`src/rtl/mult_div_unit.sv`:
```
`default_nettype none
// ============================================================================
// Module   : mult_div_unit
// Purpose  : Iterative 32x32 multiply / 32/32 divide unit owning the MIPS
//            HI/LO registers. One result bit per cycle, 33-cycle latency.
// Revision : 1.0 - initial release
// ============================================================================
module mult_div_unit (
  input  logic        clk,
  input  logic        rst_n,
  input  logic        start,
  input  logic [1:0]  op,
  input  logic [31:0] rs_data,
  input  logic [31:0] rt_data,
  input  logic        mthi,
  input  logic        mtlo,
  input  logic [31:0] mt_data,
  output logic        busy,
  output logic        done,
  output logic        div_zero,
  output logic [31:0] hi,
  output logic [31:0] lo
);

  localparam logic [1:0] c_IDLE = 2'd0;
  localparam logic [1:0] c_CALC = 2'd1;
  localparam logic [1:0] c_FIX  = 2'd2;

  logic [1:0]  r_state;
  logic [1:0]  w_state_nxt;
  logic [4:0]  r_cnt;
  logic        r_is_div;
  logic [31:0] r_b;          // multiplicand for multiply, divisor for divide
  logic [63:0] r_acc;        // mul: {partial product, multiplier}; div: {remainder, dividend/quotient}
  logic        r_neg_q;      // negate product / quotient at the end
  logic        r_neg_r;      // negate remainder (dividend was negative)
  logic        r_divz;
  logic [31:0] r_rs_orig;
  logic        r_done;
  logic        r_div_zero;
  logic [31:0] r_hi;
  logic [31:0] r_lo;

  // op[0]==0 selects the signed flavours (MULT, DIV)
  logic        w_signed;
  logic [31:0] w_rs_mag;
  logic [31:0] w_rt_mag;
  logic        w_launch;

  logic [32:0] w_mul_sum;
  logic [63:0] w_mul_acc;
  logic [32:0] w_div_shift;
  logic        w_div_ge;
  logic [31:0] w_div_diff;
  logic [63:0] w_div_acc;

  logic [31:0] w_res_hi;
  logic [31:0] w_res_lo;

  assign w_signed = ~op[0];
  assign w_rs_mag = (w_signed && rs_data[31]) ? -rs_data : rs_data;
  assign w_rt_mag = (w_signed && rt_data[31]) ? -rt_data : rt_data;
  assign w_launch = (r_state == c_IDLE) && start;

  // Shift-add step: conditionally add multiplicand to the upper half, then shift right
  assign w_mul_sum = {1'b0, r_acc[63:32]} + (r_acc[0] ? {1'b0, r_b} : 33'd0);
  assign w_mul_acc = {w_mul_sum, r_acc[31:1]};

  // Restoring divide step: remainder < divisor, so the shifted value fits 33 bits
  // and a successful subtraction always fits back into 32 bits.
  assign w_div_shift = {r_acc[63:32], r_acc[31]};
  assign w_div_ge    = (w_div_shift >= {1'b0, r_b});
  assign w_div_diff  = w_div_shift[31:0] - r_b;
  assign w_div_acc   = {(w_div_ge ? w_div_diff : w_div_shift[31:0]), r_acc[30:0], w_div_ge};

  // Sign correction and special-case mapping applied in FIX
  always_comb begin
    w_res_hi = 32'd0;
    w_res_lo = 32'd0;
    if (!r_is_div) begin
      {w_res_hi, w_res_lo} = r_neg_q ? -r_acc : r_acc;
    end else if (r_divz) begin
      w_res_hi = r_rs_orig;
      w_res_lo = 32'hFFFF_FFFF;
    end else begin
      w_res_lo = r_neg_q ? -r_acc[31:0]  : r_acc[31:0];
      w_res_hi = r_neg_r ? -r_acc[63:32] : r_acc[63:32];
    end
  end

  // State register
  always_ff @(posedge clk or negedge rst_n) begin
    if (!rst_n) r_state <= c_IDLE;
    else        r_state <= w_state_nxt;
  end

  // Next-state logic
  always_comb begin
    w_state_nxt = r_state;
    case (r_state)
      c_IDLE:  if (start) w_state_nxt = c_CALC;
      c_CALC:  if (r_cnt == 5'd31) w_state_nxt = c_FIX;
      c_FIX:   w_state_nxt = c_IDLE;
      default: w_state_nxt = c_IDLE;
    endcase
  end

  // Outputs decoded from registered state only
  always_comb begin
    busy     = (r_state == c_CALC) || (r_state == c_FIX);
    done     = r_done;
    div_zero = r_div_zero;
    hi       = r_hi;
    lo       = r_lo;
  end

  // Operand latch and iteration datapath
  always_ff @(posedge clk or negedge rst_n) begin
    if (!rst_n) begin
      r_cnt     <= 5'd0;
      r_is_div  <= 1'b0;
      r_b       <= 32'd0;
      r_acc     <= 64'd0;
      r_neg_q   <= 1'b0;
      r_neg_r   <= 1'b0;
      r_divz    <= 1'b0;
      r_rs_orig <= 32'd0;
    end else if (w_launch) begin
      r_cnt     <= 5'd0;
      r_is_div  <= op[1];
      r_b       <= op[1] ? w_rt_mag : w_rs_mag;
      r_acc     <= {32'd0, (op[1] ? w_rs_mag : w_rt_mag)};
      r_neg_q   <= w_signed && (rs_data[31] ^ rt_data[31]);
      r_neg_r   <= w_signed && rs_data[31];
      r_divz    <= op[1] && (rt_data == 32'd0);
      r_rs_orig <= rs_data;
    end else if (r_state == c_CALC) begin
      r_cnt <= r_cnt + 5'd1;
      r_acc <= r_is_div ? w_div_acc : w_mul_acc;
    end
  end

  // HI/LO update: result in FIX, MTHI/MTLO only while idle
  always_ff @(posedge clk or negedge rst_n) begin
    if (!rst_n) begin
      r_hi       <= 32'd0;
      r_lo       <= 32'd0;
      r_done     <= 1'b0;
      r_div_zero <= 1'b0;
    end else begin
      r_done     <= (r_state == c_FIX);
      r_div_zero <= (r_state == c_FIX) && r_divz;
      if (r_state == c_FIX) begin
        r_hi <= w_res_hi;
        r_lo <= w_res_lo;
      end else if (r_state == c_IDLE) begin
        if (mthi) r_hi <= mt_data;
        if (mtlo) r_lo <= mt_data;
      end
    end
  end

endmodule
`default_nettype wire

```
`config.mk`:
```
export PLATFORM = sky130hd
export DESIGN_NAME = mult_div_unit
export DESIGN_NICKNAME = d
export VERILOG_FILES = /design/src/rtl/mult_div_unit.sv
export SDC_FILE = /design/constraint.sdc
export NUM_CORES = 1
export LEC_CHECK = 0
export BUFFER_PORTS_ARGS = -buffer_cell sky130_fd_sc_hd__buf_2
export CAP_MARGIN = 40
export CORE_MARGIN = 2
export CORE_UTILIZATION = 65
export DETAILED_ROUTE_END_ITERATION = 7
export HOLD_SLACK_MARGIN = 0.03
export PLACE_DENSITY = 0.91
export SYNTH_ARGS = -nofsm -noshare
export SYNTH_HDL_FRONTEND = slang
export SYNTH_SLANG_ARGS = --single-unit
```
`constraint.sdc`:
```
create_clock -name clk -period 6.7 [get_ports clk]
set_input_delay 0.335 -clock clk [delete_from_list [all_inputs] [get_ports clk]]
set_output_delay 0.335 -clock clk [all_outputs]
set_load 0.03 [all_outputs]
```
Yosys cells after proc, flatten, opt, wreduce, memory -nomap -nowiden
Cells that the tools add are included.
- flip-flop bits (word level): 205
- latch bits: 0
- memory bits (writable): 0
- bits in read-only memories: 0
- input port bits: 103
- output and inout bits: 67
- word-level logic and storage cells: 72
- memories: 0
- $add $sub $neg: 8
- $mul: 0
- div/mod/pow operators: 0
- order comparisons: 1
- equal/unequal tests: 5
- shifts and indexed selects: 0
- muxes and demuxes: 27
- bitwise logic cells: 2
- reduce and logical (&&, ||, !) cells: 16
- operators with widths (cell ; count):
    $mux W32 ; 18
    $mux W64 ; 4
    $neg A32 Y32 ; 4
    $neg A64 Y64 ; 1
    $add A32 B32 Y33 ; 1
    $ge A33 B32 Y1 ; 1
    $logic_not A32 Y1 ; 1
    $sub A32 B32 Y32 ; 1
    $mux W5 ; 2
    $reduce_bool A2 Y1 ; 4
    $logic_and A1 B1 Y1 ; 6
    $reduce_and A2 Y1 ; 3
    $add A5 B1 Y5 const B ; 1
    $eq A5 B5 Y1 const B ; 1
    $mux W2 ; 2
    $ne A2 B2 Y1 const B ; 2
    $pmux W2 S2 ; 1
    $eq A2 B1 Y1 const B ; 1
    $eq A2 B2 Y1 const B ; 1
    $logic_not A2 Y1 ; 1
    $logic_or A1 B1 Y1 ; 1
    $not A1 Y1 ; 1
    $xor A1 B1 Y1 ; 1

Logic depth before layout (Yosys ltp)
- depth in word-level cells: 5
- gate-level depth with buffers: 16
- depth with buffers taken out: 14

Least setup slack after synthesis
Ideal clock, no wire load.
- kind: register to register
- from: register r_acc[0]
- to: register r_acc[60]
- setup time: 0.083 ns
- data arrival time: 3.339 ns
- data required time: 6.617 ns
- slack: 3.278 ns
- stages on the path, launching flop included: 16
- buffers on the path: 2
- clock period less this slack: 3.422 ns
- path through: dfrtp_1 clkbuf_1 inv_1 clkbuf_1 nor2_1 ha_1 a211o_1 a211oi_1 o31a_1 o21ai_0 a221oi_1 o21bai_1 a31oi_1 xnor2_1 o21ai_0 o21ai_0
- cells in the longest elaborated chain, start to end: 5
- RTL lines (item ; RTL line ; RTL):
    start, declared ; 34 ; logic [63:0] r_acc;
    start signal, assigned ; 132 ; r_acc <= {32'd0, (op[1] ? w_rs_mag : w_rt_mag)};
    start signal, assigned ; 139 ; r_acc <= r_is_div ? w_div_acc : w_mul_acc;
    $mux W32 ; 66 ; assign w_mul_sum = {1'b0, r_acc[63:32]} + (r_acc[0] ? {1'b0, r_b} : 33'd0);
    $add A32 B32 Y33 ; 66 ;
    $mux W64 ; 139 ;
    $mux W64 ; 137 ; end else if (r_state == c_CALC) begin
    $mux W64 ; 128 ; end else if (w_launch) begin
Every way passes these cells. The select of a mux whose other input is x is not followed.
A chain may end at the register's enable or synchronous reset.

Worst setup path after layout
Ends and elaborated chain as after synthesis.

==> summary.md <==
| Metric | Value |
|---|---|
| Num rows | `between 50 and 60` |
| Post-synth EDFFs | `0` |
| Input/output buffers | `169` |
| Final hold slack | `about 0.037 ns` |
| Post-synth top flop | `dfrtp_1` |
| Number of nets in the layout | `roughly 2500` |
| Total Routing Usage GR | `~42%` |
| FFs w/ async S/R, synth | `between 90% and 100%` |
| Fin. max-slew vios | `0` |
| Hpwl dp | `~45000 µm` |
| Final hold vios | `0` |
| Commonest non-fill, non-tap cell in the layout | `nand2_1` |
| Crit path launch type | `flip-flop` |
| Max-slew headroom | `roughly two fifths` |
| Sequential area share after synthesis | `just under 30%` |
| CTS Buffer Depth | `3` |
| CP arrival | `approximately 4.7 ns` |
| Origin of the worst setup path | `r_acc[0]` |
| Final period util | `62.5%` |
| Syn Area/Cell | `roughly 7.7 µm²` |
| Max-cap violations | `0` |
| Slew @ Worst Pin | `0.916 ns` |
| I/O pin cnt | `170` |
| Worst r2r src | `r_acc[0]` |
| Vias in the first global route | `roughly 16000` |
| Dpl cell area | `~0.018 mm²` |
| Synth Net Count | `~2400` |
| XOR/XNOR share of the synthesized area | `a little under a tenth` |
| Largest family of logic cells by synthesized area | `compound AO/OA/AOI/OAI gates` |
| Simple-gate area share of the yosys netlist | `slightly below 20%` |
| Non-filler instance count after layout | `2660` |
| Synth cell types | `74` |
| Skew final | `around 0.013 ns` |
| Postcts setup bufs | `0` |
| Initial Util | `between 60% and 70%` |
| CTS Buf Count | `24` |
| RSZ-0062 raised after global routing | `no` |
| Hold path start | `rs_data[23]` |
| DR DRC count | `0` |
| CP endpoint kind | `flip-flop` |
| Crit Path Class | `flip-flop to flip-flop` |
| Layout Utilization | `around 73%` |
| FMAX | `approximately 240 MHz` |
| Layout cell share with drive strength beyond 1 | `11.7%` |
| Post-DR vias/cell | `just under 7` |
| Pwr dens | `~550 mW/mm²` |
| Ys Warns | `0` |
| Final wirelength | `60200 µm` |
| Yosys reg bits | `between 200 and 250` |
| Pre-CTS WS | `roughly 2.6 ns` |
| Tightest Hold Check Type | `input pin to flip-flop` |
| First-pass DRT Iterations | `6` |
| Status | `complete, no violations` |
| VDD IR-drop max | `~390 µV` |
| Clock Latency Late Sink | `0.56 ns` |
| Cell leakage power | `approximately 8.8 nW` |
| P&R area growth vs syn | `11.1%` |
| Initial antenna violation count | `0` |
| GP Congestion | `about 1.1` |
| Root buffer cell | `clkbuf_16` |
| CTS tree | `done` |
| Largest net degree at the start of global routing | `101` |
| Fin crit period | `4.19 ns` |
| Design Area, Final | `~0.019 mm²` |
| Die area | `roughly 0.028 mm²` |
| Htree depth | `1` |
| Setup TNS | `0 ns` |
| Tot Pwr | `between 10 and 15 mW` |
| Synth Cell Area | `~0.017 mm²` |
| Routed wire per std cell | `roughly 23 µm` |
| Most frequent cells in the layout | `nand2_1, o21ai_0, dfrtp_1` |
| Core area | `approximately 0.026 mm²` |
| Global-route wire length before repair | `around 93000 µm` |
| Compound-Gate Fraction of Synth Area | `between 20% and 30%` |
| Final setup vio count | `0` |
| Final ANT Viol Nets | `0` |
| Starting DRT DRC Count | `roughly 2400` |
| CP max FO | `29` |
| Die H | `~170 µm` |
| DIE WIDTH | `~170 µm` |
| Final Worst Setup Slack | `about 2.5 ns` |
| Cell count after synthesis | `about 2200` |
| Via count | `between 15000 and 20000` |
| Adder-cell share of the synthesized area | `~5.5%` |
| Clock-pin slew of the registers on the worst-case setup and hold paths | `0.06 ns` |
| CTS Sinks | `just over 200` |
| Crit path required time | `just over 7 ns` |
| Placed Cells | `~2600` |
| Grt ovf | `0` |
| Mux share of post-synthesis cell area | `5.16%` |
-- synth_stat cells (all sizes together) (17+ instances only) --
library cell,count,area (µm²)
inv,71,267
nor2b,19,119
a21o,27,203
nand3,21,105
o211ai,80,606
and3,50,313
a21oi,202,1010
a211oi,57,428
nor3,25,130
mux2i,81,811
nand2,323,1210
xnor2,102,893
nand2b,21,139
xor2,78,683
nor2,181,679
ha,73,913
buf,25,114
clkbuf,128,480
or4,17,135
dfrtp,205,5130
o21ai,231,1160
or3,21,131
-- cell type report --
cell class	instances	area [µm²]
flip-flops and latches	205	5130
fillers	2025	6910
inverters	72	270
multi-input cells	1807	11300
repair buffers	196	1250
clock inverters	12	128
clock buffers	32	671
diodes	1	2.50
well taps	335	419
-- power by group --
part	total (mW)	switching (mW)	internal [mW]
clock	1.32	0.566	0.752
sequential	2.69	0.873	1.81
combinational	6.55	4.13	2.42
total	10.6	5.57	4.98
-- worst paths after layout --
kind	endpoint	slack, ns	cells past startpoint
max in group asynchronous	r_rs_orig[19]	5.41	4
min reg2reg	r_rs_orig[5]	0.48	2
max reg2reg	r_acc[60]	2.51	14
max	r_acc[60]	2.51	14
min in group asynchronous	hi[22]	0.30	2
min	r_rs_orig[23]	0.04	3
-- layer usage --
| metal | part of all wire [%] | GRT usage, % | vias up |
|---|---|---|---|
| met5 | 0 | 0 | - |
| met1 | 38 | 57.8 | 8385 |
| met4 | 4.4 | 17.0 | 0 |
| li1 | - | - | 8130 |
| met2 | 43 | 64.0 | 1204 |
| met3 | 14 | 10.3 | 160 |
-- repair_timing --
item	4_1_cts	5_1_grt
hold buffers	1	0
endpoints found under the hold margin	54	0
resized for setup	0	0
-- state kept, by name, indices dropped and copies added (netlist names) --
register and cells:
div_zero 1, done 1, hi 32, lo 32
r_acc 64, r_b 32, r_cnt 5, r_divz 1
r_is_div 1, r_neg_q 1, r_neg_r 1, r_rs_orig 32
r_state 2
-- kinds of logic (layout without fill, tap and decap cells) --
kind of cell / after synthesis / count (layout)
flip-flops: 205 / 205
AO/OA/AOI/OAI: 722 / 722
buffers and inverters: 225 / 312
other: 0 / 1
AND/OR/NAND/NOR: 742 / 742
XOR/XNOR: 180 / 180
adder cells (fa/ha/maj): 75 / 75
multiplexers: 88 / 88
-- worst max-delay path, cell delays in order, from the launching register on --
cell      delay [ns]
dfrtp_1         0.47
inv_1           0.27
buf_16          0.21
nor2_1          0.07
ha_1            0.31
a211o_1         0.26
a211oi_1        0.36
o31a_1          0.30
o21ai_0         0.21
a221oi_1        0.77
o21bai_1        0.22
a31oi_1         0.23
xnor2_1         0.13
o21ai_0         0.07
o21ai_0         0.19
Power figures use the tool's default switching activity.
